<file path="config.mk">
export PLATFORM = sky130hd
export DESIGN_NAME = load_unit
export DESIGN_NICKNAME = d
export VERILOG_FILES = /design/src/rtl/load_pkg.sv /design/src/rtl/load_extend.sv /design/src/rtl/load_unit.sv
export SDC_FILE = /design/constraint.sdc
export NUM_CORES = 1
export LEC_CHECK = 0
export ABC_AREA = 1
export CORE_UTILIZATION = 47
export CTS_CLUSTER_SIZE = 40
export DETAILED_ROUTE_END_ITERATION = 12
export GPL_TIMING_DRIVEN = 0
export PLACE_DENSITY_LB_ADDON = 0.12
export SYNTH_ARGS = -nofsm -noshare
export SYNTH_HDL_FRONTEND = slang
export SYNTH_SLANG_ARGS = --single-unit
</file>
<file path="constraint.sdc">
create_clock -name clk -period 2.4 [get_ports clk]
set_input_delay 0.48 -clock clk [delete_from_list [all_inputs] [get_ports clk]]
set_output_delay 0.48 -clock clk [all_outputs]
set_load 0.02 [all_outputs]
</file>
<file path="src/rtl/load_pkg.sv">
// Shared types and helpers for the load stage: load-type codes, FSM states,
// type legality and (optional) alignment classification.
package load_pkg;

   typedef enum logic [2:0] {
      LD_LB  = 3'b000,
      LD_LH  = 3'b001,
      LD_LW  = 3'b010,
      LD_LBU = 3'b100,
      LD_LHU = 3'b101
   } ld_type_e;

   typedef enum logic [1:0] {
      IDLE = 2'd0,
      REQ  = 2'd1,
      WAIT = 2'd2,
      WB   = 2'd3
   } state_e;

   function automatic logic is_legal_type(input logic [2:0] t);
      logic ok;
      ok = 1'b0;
      case (t)
         LD_LB, LD_LH, LD_LW, LD_LBU, LD_LHU: ok = 1'b1;
         default:                             ok = 1'b0;
      endcase
      return ok;
   endfunction

   // Halves need an even address, words need a 4-byte aligned address.
   function automatic logic is_misaligned(input logic [2:0] t, input logic [1:0] lo);
      logic bad;
      bad = 1'b0;
      case (t)
         LD_LH, LD_LHU: bad = lo[0];
         LD_LW:         bad = (lo != 2'b00);
         default:       bad = 1'b0;
      endcase
      return bad;
   endfunction

endpackage

</file>
<file path="src/rtl/load_extend.sv">
// Combinational lane select and sign/zero extension of a little-endian read word.
module load_extend (
   input  logic [31:0] word,
   input  logic [1:0]  lane,
   input  logic [2:0]  ld_type,
   output logic [31:0] result
);
   import load_pkg::*;

   logic [7:0]  byte_sel;
   logic [15:0] half_sel;

   always_comb begin
      byte_sel = word[7:0];
      case (lane)
         2'd0: byte_sel = word[7:0];
         2'd1: byte_sel = word[15:8];
         2'd2: byte_sel = word[23:16];
         2'd3: byte_sel = word[31:24];
         default: byte_sel = word[7:0];
      endcase
      half_sel = lane[1] ? word[31:16] : word[15:0];

      result = word;
      case (ld_type)
         LD_LB:   result = {{24{byte_sel[7]}}, byte_sel};
         LD_LBU:  result = {24'd0, byte_sel};
         LD_LH:   result = {{16{half_sel[15]}}, half_sel};
         LD_LHU:  result = {16'd0, half_sel};
         default: result = word;
      endcase
   end

endmodule

</file>
<file path="src/rtl/load_unit.sv">
// Multi-cycle load stage: address generation, one valid/ready word read, lane
// extension and a single-cycle register-file write. Optional alignment rejection
// is enabled by defining LOAD_MISALIGN_CHECK_EN.
module load_unit #(
   parameter int TIMEOUT_CYCLES = 255
) (
   input  logic        clk,
   input  logic        reset,
   input  logic        in_valid,
   output logic        in_ready,
   input  logic [31:0] in_base,
   input  logic [15:0] in_offset,
   input  logic [4:0]  in_rd,
   input  logic [2:0]  in_type,
   output logic        mem_req_valid,
   input  logic        mem_req_ready,
   output logic [31:0] mem_addr,
   input  logic        mem_rsp_valid,
   input  logic [31:0] mem_rsp_data,
   output logic        reg_write,
   output logic [4:0]  write_reg,
   output logic [31:0] write_data,
   output logic        load_err
);
   import load_pkg::*;

   localparam logic [15:0] TMO = 16'(TIMEOUT_CYCLES);

   state_e      state_q, state_d;
   logic [31:0] addr_q, addr_d;
   logic [4:0]  rd_q, rd_d;
   logic [2:0]  type_q, type_d;
   logic [15:0] cnt_q, cnt_d;
   logic        err_q, err_d;
   logic [4:0]  wreg_q, wreg_d;
   logic [31:0] wdata_q, wdata_d;

   logic [31:0] new_addr;
   logic        reject;
   logic [31:0] ext_result;
   logic [15:0] cnt_inc;

   assign new_addr = in_base + {{16{in_offset[15]}}, in_offset};
   assign cnt_inc  = cnt_q + 16'd1;

`ifdef LOAD_MISALIGN_CHECK_EN
   assign reject = !is_legal_type(in_type) || is_misaligned(in_type, new_addr[1:0]);
`else
   assign reject = !is_legal_type(in_type);
`endif

   // Extension works on the live response so the result is latched on WAIT exit.
   load_extend u_extend (
      .word    (mem_rsp_data),
      .lane    (addr_q[1:0]),
      .ld_type (type_q),
      .result  (ext_result)
   );

   always_comb begin
      state_d = state_q;
      addr_d  = addr_q;
      rd_d    = rd_q;
      type_d  = type_q;
      cnt_d   = cnt_q;
      err_d   = 1'b0;
      wreg_d  = wreg_q;
      wdata_d = wdata_q;

      case (state_q)
         IDLE: begin
            if (in_valid) begin
               if (reject) begin
                  err_d = 1'b1;
               end else begin
                  state_d = REQ;
                  addr_d  = new_addr;
                  rd_d    = in_rd;
                  type_d  = in_type;
               end
            end
         end
         REQ: begin
            if (mem_req_ready) begin
               state_d = WAIT;
               cnt_d   = 16'd0;
            end
         end
         WAIT: begin
            // A response arriving on the final counted cycle still wins.
            if (mem_rsp_valid) begin
               state_d = WB;
               wreg_d  = rd_q;
               wdata_d = ext_result;
            end else begin
               cnt_d = cnt_inc;
               if (cnt_inc == TMO) begin
                  err_d   = 1'b1;
                  state_d = IDLE;
               end
            end
         end
         WB: begin
            state_d = IDLE;
         end
         default: begin
            state_d = IDLE;
         end
      endcase
   end

   always_ff @(posedge clk) begin
      if (reset) begin
         state_q <= IDLE;
         addr_q  <= 32'd0;
         rd_q    <= 5'd0;
         type_q  <= 3'd0;
         cnt_q   <= 16'd0;
         err_q   <= 1'b0;
         wreg_q  <= 5'd0;
         wdata_q <= 32'd0;
      end else begin
         state_q <= state_d;
         addr_q  <= addr_d;
         rd_q    <= rd_d;
         type_q  <= type_d;
         cnt_q   <= cnt_d;
         err_q   <= err_d;
         wreg_q  <= wreg_d;
         wdata_q <= wdata_d;
      end
   end

   assign in_ready      = (state_q == IDLE);
   assign mem_req_valid = (state_q == REQ);
   assign mem_addr      = {addr_q[31:2], 2'b00};
   assign reg_write     = (state_q == WB) && (rd_q != 5'd0);
   assign write_reg     = wreg_q;
   assign write_data    = wdata_q;
   assign load_err      = err_q;

endmodule

</file>
* After elaboration in Yosys (flattened, before gate mapping)
Index checks and enable logic that the tools add are counted.
Storage, ports and cells: register bits after elaboration 96, output and inout port bits 73
Cells by class: add/sub/neg operators 2, equality and inequality tests 19, mux-type cells 18, reduce and logical (&&, ||, !) cells 12
Operators by type and width (number):
- $pmux W32 S4 | 1
- $mux W16 | 3
- $add A32 B32 Y32 | 1
- $pmux W16 S2 | 1
- $pmux W8 S4 | 1
- $add A16 B1 Y16 const B | 1
- $eq A16 B8 Y1 const B | 1
- $eq A3 B3 Y1 const B | 4
- $mux W2 | 5
- $eq A2 B2 Y1 const B | 4
- $pmux W2 S4 | 1
- $eq A3 B1 Y1 const B | 2
- $logic_not A3 Y1 | 2
- $reduce_and A3 Y1 | 2
- $mux W1 | 5
- $reduce_bool A5 Y1 | 1
- $reduce_or A5 Y1 | 1
- $eq A2 B1 Y1 const B | 2
- $logic_not A2 Y1 | 2
- $ne A2 B1 Y1 const B | 2
- $ne A2 B2 Y1 const B | 2
- $reduce_and A4 Y1 | 1
- $eq A3 B2 Y1 const B | 1
- $ne A3 B3 Y1 const B | 1
- other kinds (4) | 4

* Longest topological paths before layout
Gate-level depths: netlist of the first run.
depth after elaboration 6, gate-level depth with buffers 14, gate-level depth less buffers 14

* Cells and area by module
A second synthesis of the first run with hierarchy kept.
Unflattened totals: cells, all modules 1076, area, all modules 6906.6 sq um
By module, submodules not included:
- load_unit | instances 1, cells an instance 906, area each 5983.2 sq um, sequential area each 1921.8 sq um
- load_extend | instances 1, cells an instance 170, area each 923.4 sq um, sequential area each 0.0 sq um

* Worst setup path before layout of the first run
No wires, ideal clock.
path type input to register, start point in in_base[0], end point reg addr_q[18], arrival time 1968 ps, data required time 2285 ps, path slack 317 ps, stages 12, cells stage by stage ha_1 -> fa_1 -> nand3_1 -> nand2_1 -> a21oi_1 -> o21bai_1 -> nand3_1 -> nand2_1 -> nand2_1 -> nand2_1 -> o21ai_0 -> inv_1
Between the ends: longest elaborated chain between the ends 1
Ends and longest elaborated chain:
- start: declaration | line load_unit.sv:11 | input logic [31:0] in_base,
- $add A32 B32 Y32 | line load_unit.sv:43 | assign new_addr = in_base + {{16{in_offset[15]}}, in_offset};
- end signal: assignment | line load_unit.sv:124 | addr_q <= addr_d;
- end: declaration | line load_unit.sv:30 | logic [31:0] addr_q, addr_d;
Every way passes these cells. A chain may end at the register's enable or synchronous reset.

* Final worst setup path of the first run
start point in in_base[0], end point reg addr_q[16]
Same word-level chain as after synthesis.

==> impl_metrics.env, run 1 <==
export IMPL_start_util_pct=48.9
export IMPL_numCtsBuffers=9
export IMPL_synth_top_family_by_area="simple AND/OR/NAND/NOR gates"
export IMPL_drt_iter0_drc=545
export IMPL_yosys_area_share_adder_pct=6.61
export IMPL_clock_latency_ns=0.36
export IMPL_switching_power_mw=2.62
export IMPL_worstHoldPathType="reg2reg"
export IMPL_gr_total_overflow=0
export IMPL_routed_wl_mm=19.6
export IMPL_grt_usage_pct=27.6
export IMPL_drc=0
export IMPL_setup_viol_count_final=0
export IMPL_fin_nets=1301
export IMPL_final_cells=1355
export IMPL_rsz0062_at_grt="true"
export IMPL_drv_cap=0
export IMPL_core_mm2=0.0134
export IMPL_final_util_pct=65.3
export IMPL_async_flop_share_pct=0
export IMPL_ys_seq_area_share_pct=29.3
export IMPL_drt_antenna_violating_nets=0
export IMPL_grt_start_max_net_pins=18
export IMPL_whs_ns=0.487
export IMPL_yosys_area_share_xor_xnor_pct=2.54
export IMPL_p_leak_nw=3.89
export IMPL_io_pins=166
export IMPL_tightestPinTransition_ns=0.614
export IMPL_crit_path_start_kind="input pin"
export IMPL_firstDrtPassIters=5
export IMPL_cts_sinks=96
export IMPL_dp_cells=1339
export IMPL_wire_per_inst_um=14.5
export IMPL_hpwlAfterDp_mm=15.5
export IMPL_irDropWorstVdd_mv=0.422
export IMPL_hold_viol=0
export IMPL_powerDensity_mw_per_mm2=744
export IMPL_yosys_top_cells_area="dfxtp_1 29%, nand2_1 13%, nor2_1 8.1%"
export IMPL_cp_end_kind="flop"
export IMPL_switching_share_pct=40.2
export IMPL_final_area_mm2=0.00875
export IMPL_seqPwrFrac_pct=32.1
export IMPL_die_area_mm2=0.0144
export IMPL_layout_worst_path_cycle_share_pct=96.9
export IMPL_final_max_slew_viol_count=0
export IMPL_yosysWarnings=0
export IMPL_synth_top_cell_by_area="dfxtp_1"
export IMPL_cts_root_buf="clkbuf_16"
export IMPL_syn_avg_cell_area_um2=6.56
export IMPL_ys_ff_latch=96
export IMPL_period_needed_ns=2.32
export IMPL_synth_most_common_cell="nand2_1"
export IMPL_status="finished clean"
export IMPL_synth_top_cells_by_count="224 x nand2_1, 142 x nor2_1, 108 x inv_1"
export IMPL_synthMuxAreaShare_pct=0.611
export IMPL_fin_setup_tns_ns=0
export IMPL_synth_cells=999
export IMPL_io_buffers=163
export IMPL_fmaxAchievable_ghz=0.430
export IMPL_via_per_inst=5.27
export IMPL_synthSimpleGateAreaFrac_pct=29.7
export IMPL_cp_max_fo=4
export IMPL_n_fill_cell=1295
export IMPL_synth_ff_type="dfxtp_1"
export IMPL_dpl_instance_area_mm2=0.00841
export IMPL_yosysTopAreaCellShare_pct=29.3
export IMPL_drive_gt1_share_pct=8.23
export IMPL_grt_pass1_vias=6413
export IMPL_crit_arrival_ns=2.58
export IMPL_vias=7136
export IMPL_htreeDepth=3
export IMPL_grt_pass1_wl_mm=31.2
export IMPL_p_comb_share_pct=46.5
export IMPL_synth_edf_count=0
export IMPL_slew_headroom_pct=59.1
export IMPL_cts_tree="built"
export IMPL_antennaDiodeCount=0
export IMPL_required_ns=2.66
export IMPL_internal_power_mw=3.90
export IMPL_clock_path_buffers=2
export IMPL_gp_congestion=0.962
export IMPL_antenna_found_initial=0
export IMPL_syn_cell_area_mm2=0.00655
export IMPL_skew_ns=0.0102
export IMPL_die_y_um=120
export IMPL_fp_row_count=42
export IMPL_die_x_um=120
export IMPL_synthToLayoutAreaGrowth_pct=33.6
export IMPL_synth_compound_area_share_pct=19.0
export IMPL_synth_cell_types=46
export IMPL_crit_type="in2reg"
export IMPL_clk_pin_slew_ns=0.07
export IMPL_clock_power_share_pct=21.4
worst paths after layout:
check	end	slack, ns	start	cells after the start
worst max-delay path	addr_q[16]	0.08	in_base[0]	14
worst min-delay path	cnt_q[15]	0.49	cnt_q[15]	2
worst max register to register	addr_q[16]	0.36	state_q[1]	7
worst min register to register	cnt_q[15]	0.49	cnt_q[15]	2
worst max-delay path, cell delays in order:
cell	delay (ns)
clkdlybuf4s50_1	0.41
ha_2	0.21
fa_2	0.36
nand3_2	0.08
nand2_2	0.09
nand2_1	0.09
nand3_2	0.12
nand2_2	0.09
nand2_2	0.08
nand2_1	0.09
a21oi_1	0.06
nand3b_1	0.24
nand2_1	0.13
inv_1	0.04
area by class of cell:
type,instances,area (um^2),area share (%)
timing repair buffer,163,1630,18.6
inverter,110,415,4.75
sequential,96,1920,22.0
multi-input combinational,731,3910,44.7
clock buffer,9,225,2.57
clock inverter,7,55.1,0.629
buffer,63,377,4.30
tap,176,220,2.52
cell usage in the layout (no fill, tap or decap), types with 3 or more instances in the layout:
cell               n
nand2_1          221
clkdlybuf4s50_1  161
nor2_1           142
inv_1            108
dfxtp_1           96
a21oi_1           77
o21ai_0           71
nand3_1           49
buf_4             33
ha_1              27
clkbuf_1          20
o221ai_1          19
xor2_1            12
clkbuf_16          9
buf_2              8
nand3_2            8
nand2_2            8
o21bai_1           7
nor3_1             7
nand4_1            7
xnor2_1            7
a21o_1             6
nor2_4             5
a31oi_1            5
a211oi_1           5
o21a_1             4
nor4_1             4
nand3b_1           4
nor2_2             4
mux2i_1            4
o211ai_1           3
a221oi_1           3
ha_2               3
ha_4               3
power groups by stage:
stage | registers, mW | clock network, mW | logic, mW
after detailed placement | 2.13 | 0 | 2.99
after global placement | 2.12 | 0 | 2.95
after floorplan | 2.23 | 0 | 1.74
after global routing | 2.13 | 1.48 | 3.31
after CTS | 2.09 | 1.41 | 3.01
final | 2.09 | 1.39 | 3.03
cells by family (layout without fill, tap and decap cells):
kind of cell               after synthesis  in the layout
adders and majority gates               34             34
AOI/OAI and AO/OA                      211            211
buffers and inverters                  173            352
and+or+nand+nor                        461            461
xor gates and xnor gates                19             19
DFF                                     96             96
other                                    1              2
muxes                                    4              4
timing repair:
action,4_1_cts,5_1_grt
hold buffers,0,0
buffers inserted,0,0
pin swaps,0,1
gates resized for setup,9,13
setup endpoints to repair,18,10
gates cloned,0,0
through the flow:
stage / total power [mW] / setup WS, ns
2_1_floorplan: 3.97 / 0.317
3_3_place_gp: 5.07 / -0.688
3_5_place_dp: 5.11 / -0.670
4_1_cts: 6.51 / 0.0386
5_1_grt: 6.92 / -0.0342
6_report: 6.51 / 0.0756
per-layer routing:
metal  vias up  track usage (%)  routed length (um)
met5         -                0                   0
met4         0             10.2                 552
met3        38             5.04                1180
met2       243             45.8                9180
met1      3246             35.4                8720
li1       3609                -                   -
Note: power is estimated with default switching activity, not from simulation.
==> run 2: changes to the inputs <==
--- a/config.mk
+++ b/config.mk
@@ -9,8 +9,10 @@
 export CORE_UTILIZATION = 47
 export CTS_CLUSTER_SIZE = 40
 export DETAILED_ROUTE_END_ITERATION = 12
+export GPL_ROUTABILITY_DRIVEN = 0
 export GPL_TIMING_DRIVEN = 0
 export PLACE_DENSITY_LB_ADDON = 0.12
+export REMOVE_ABC_BUFFERS = 1
 export SYNTH_ARGS = -nofsm -noshare
 export SYNTH_HDL_FRONTEND = slang
 export SYNTH_SLANG_ARGS = --single-unit
==> impl_metrics.env, run 2 (synthesis results as in run 1) <==
export IMPL_cpMostUsedCell="nand3_1"
export IMPL_cts_root_buf="clkbuf_16"
export IMPL_skew_ns=0.00945
export IMPL_die_area_mm2=0.0144
export IMPL_cp_max_fo=3
export IMPL_max_stage_delay_ns=0.47
export IMPL_die_x_um=120
export IMPL_fp_row_count=42
export IMPL_die_y_um=120
export IMPL_grt_usage_pct=25.4
export IMPL_dpl_instance_area_mm2=0.00807
export IMPL_drive_gt1_share_pct=5.34
export IMPL_drt_antenna_violating_nets=0
export IMPL_worstPathCellList="clkdlybuf4s50_1, ha_2, fa_2, nand3_1, nand2_2, a21oi_4, o21bai_1, nand3_1, nand2_1, nor2_1, o21ai_0, inv_1"
export IMPL_postCtsHoldBufs=0
export IMPL_rsz0062_at_grt="true"
export IMPL_crit_buf_inv=2
export IMPL_cp_end_kind="flop"
export IMPL_via_per_inst=5.19
export IMPL_final_common_cell="nand2_1"
export IMPL_drc=0
export IMPL_final_area_mm2=0.00848
export IMPL_crit_type="in2reg"
export IMPL_drt_iter0_drc=422
export IMPL_drv_cap=0
export IMPL_gr_total_overflow=0
export IMPL_antenna_found_initial=0
export IMPL_synthToLayoutAreaGrowth_pct=29.4
export IMPL_layout_worst_path_cycle_share_pct=94.5
export IMPL_tightestPinTransition_ns=0.992
export IMPL_antennaDiodeCount=0
export IMPL_grt_start_max_net_pins=51
export IMPL_p_leak_nw=3.71
export IMPL_fin_nets=1246
export IMPL_firstDrtPassIters=5
export IMPL_whs_ns=0.481
export IMPL_htreeDepth=3
export IMPL_cts_tree="built"
export IMPL_clock_path_buffers=2
export IMPL_grt_pass1_wl_mm=29.2
export IMPL_core_mm2=0.0134
export IMPL_wire_per_inst_um=14.0
export IMPL_numCtsBuffers=9
export IMPL_final_util_pct=63.3
export IMPL_grt_pass1_vias=6110
export IMPL_start_util_pct=48.9
export IMPL_fmaxAchievable_ghz=0.441
export IMPL_p_total_mw=6.42
export IMPL_vias=6740
export IMPL_powerDensity_mw_per_mm2=757
export IMPL_crit_path_start_kind="input pin"
export IMPL_fin_setup_tns_ns=0
export IMPL_clk_pin_slew_ns=0.07
export IMPL_worstHoldPathType="reg2reg"
export IMPL_crit_family="compound AO/OA/AOI/OAI gates"
export IMPL_setup_viol_count_final=0
export IMPL_status="finished clean"
export IMPL_period_needed_ns=2.27
export IMPL_irDropWorstVdd_mv=0.356
export IMPL_required_ns=2.64
export IMPL_crit_arrival_ns=2.51
export IMPL_final_max_slew_viol_count=0
export IMPL_mostFrequentLayoutCells="222 x nand2_1, 160 x clkdlybuf4s50_1, 141 x nor2_1"
export IMPL_routed_wl_mm=18.2
export IMPL_io_pins=166
export IMPL_crit_slowest_cell="clkdlybuf4s50_1"
export IMPL_cts_sinks=96
export IMPL_io_buffers=163
export IMPL_hpwlAfterDp_mm=13.0
export IMPL_clock_latency_ns=0.35
export IMPL_hold_viol=0
export IMPL_slew_headroom_pct=33.8
[run 2: stage by stage]
stage                     worst slack, ns  std cells
after floorplan                    -0.182        937
after global placement              -1.86       1276
after detailed placement            -1.35       1278
after CTS                          0.0433       1298
after global routing              -0.0274       1299
final                               0.131       1299
[run 2: routing by layer]
metal	part of all wire [%]	track usage, %	wire, um
met5	0	0	0
met1	45	32.4	8200
met2	48	43.9	8710
met3	5.3	3.23	961
met4	1.6	8.28	284
[run 2: worst paths after layout]
path / startpoint / to / slack [ns] / depth (start not counted)
worst max register to register: state_q[1] / cnt_q[0] / 0.24 / 7
worst min-delay path: cnt_q[15] / cnt_q[15] / 0.48 / 2
worst min register to register: cnt_q[15] / cnt_q[15] / 0.48 / 2
worst max-delay path: in_base[0] / addr_q[18] / 0.13 / 12
[run 2: cell type report]
cell class	instances	area, um^2
fillers	1283	4920
multi-input cells	733	3900
repair inverters	1	7.51
clock buffers	11	253
well taps	176	220
inverters	110	419
flip-flops and latches	96	1920
repair buffers	168	1700
clock inverters	4	52.6
[run 2: power by group]
part | total (mW) | internal (mW) | leakage [nW] | switching (mW)
clock network | 1.50 | 0.864 | 0.152 | 0.639
logic | 2.79 | 1.13 | 2.77 | 1.66
registers | 2.12 | 1.90 | 0.784 | 0.218
total | 6.42 | 3.90 | 3.71 | 2.52
[run 2: what timing repair did]
item,CTS,global route
pin swaps,1,0
setup endpoints to repair,43,11
resized for setup,13,8
cloned,3,0
endpoints found under the hold margin,0,0
setup buffers,2,0
[run 2: worst reg2reg max path: cells and delay by family (launching register included)]
kind            cells  cell delay [ns]
compound gates      2             0.30
buf+inv             2             0.41
flops               1             0.40
simple gates        3             0.92
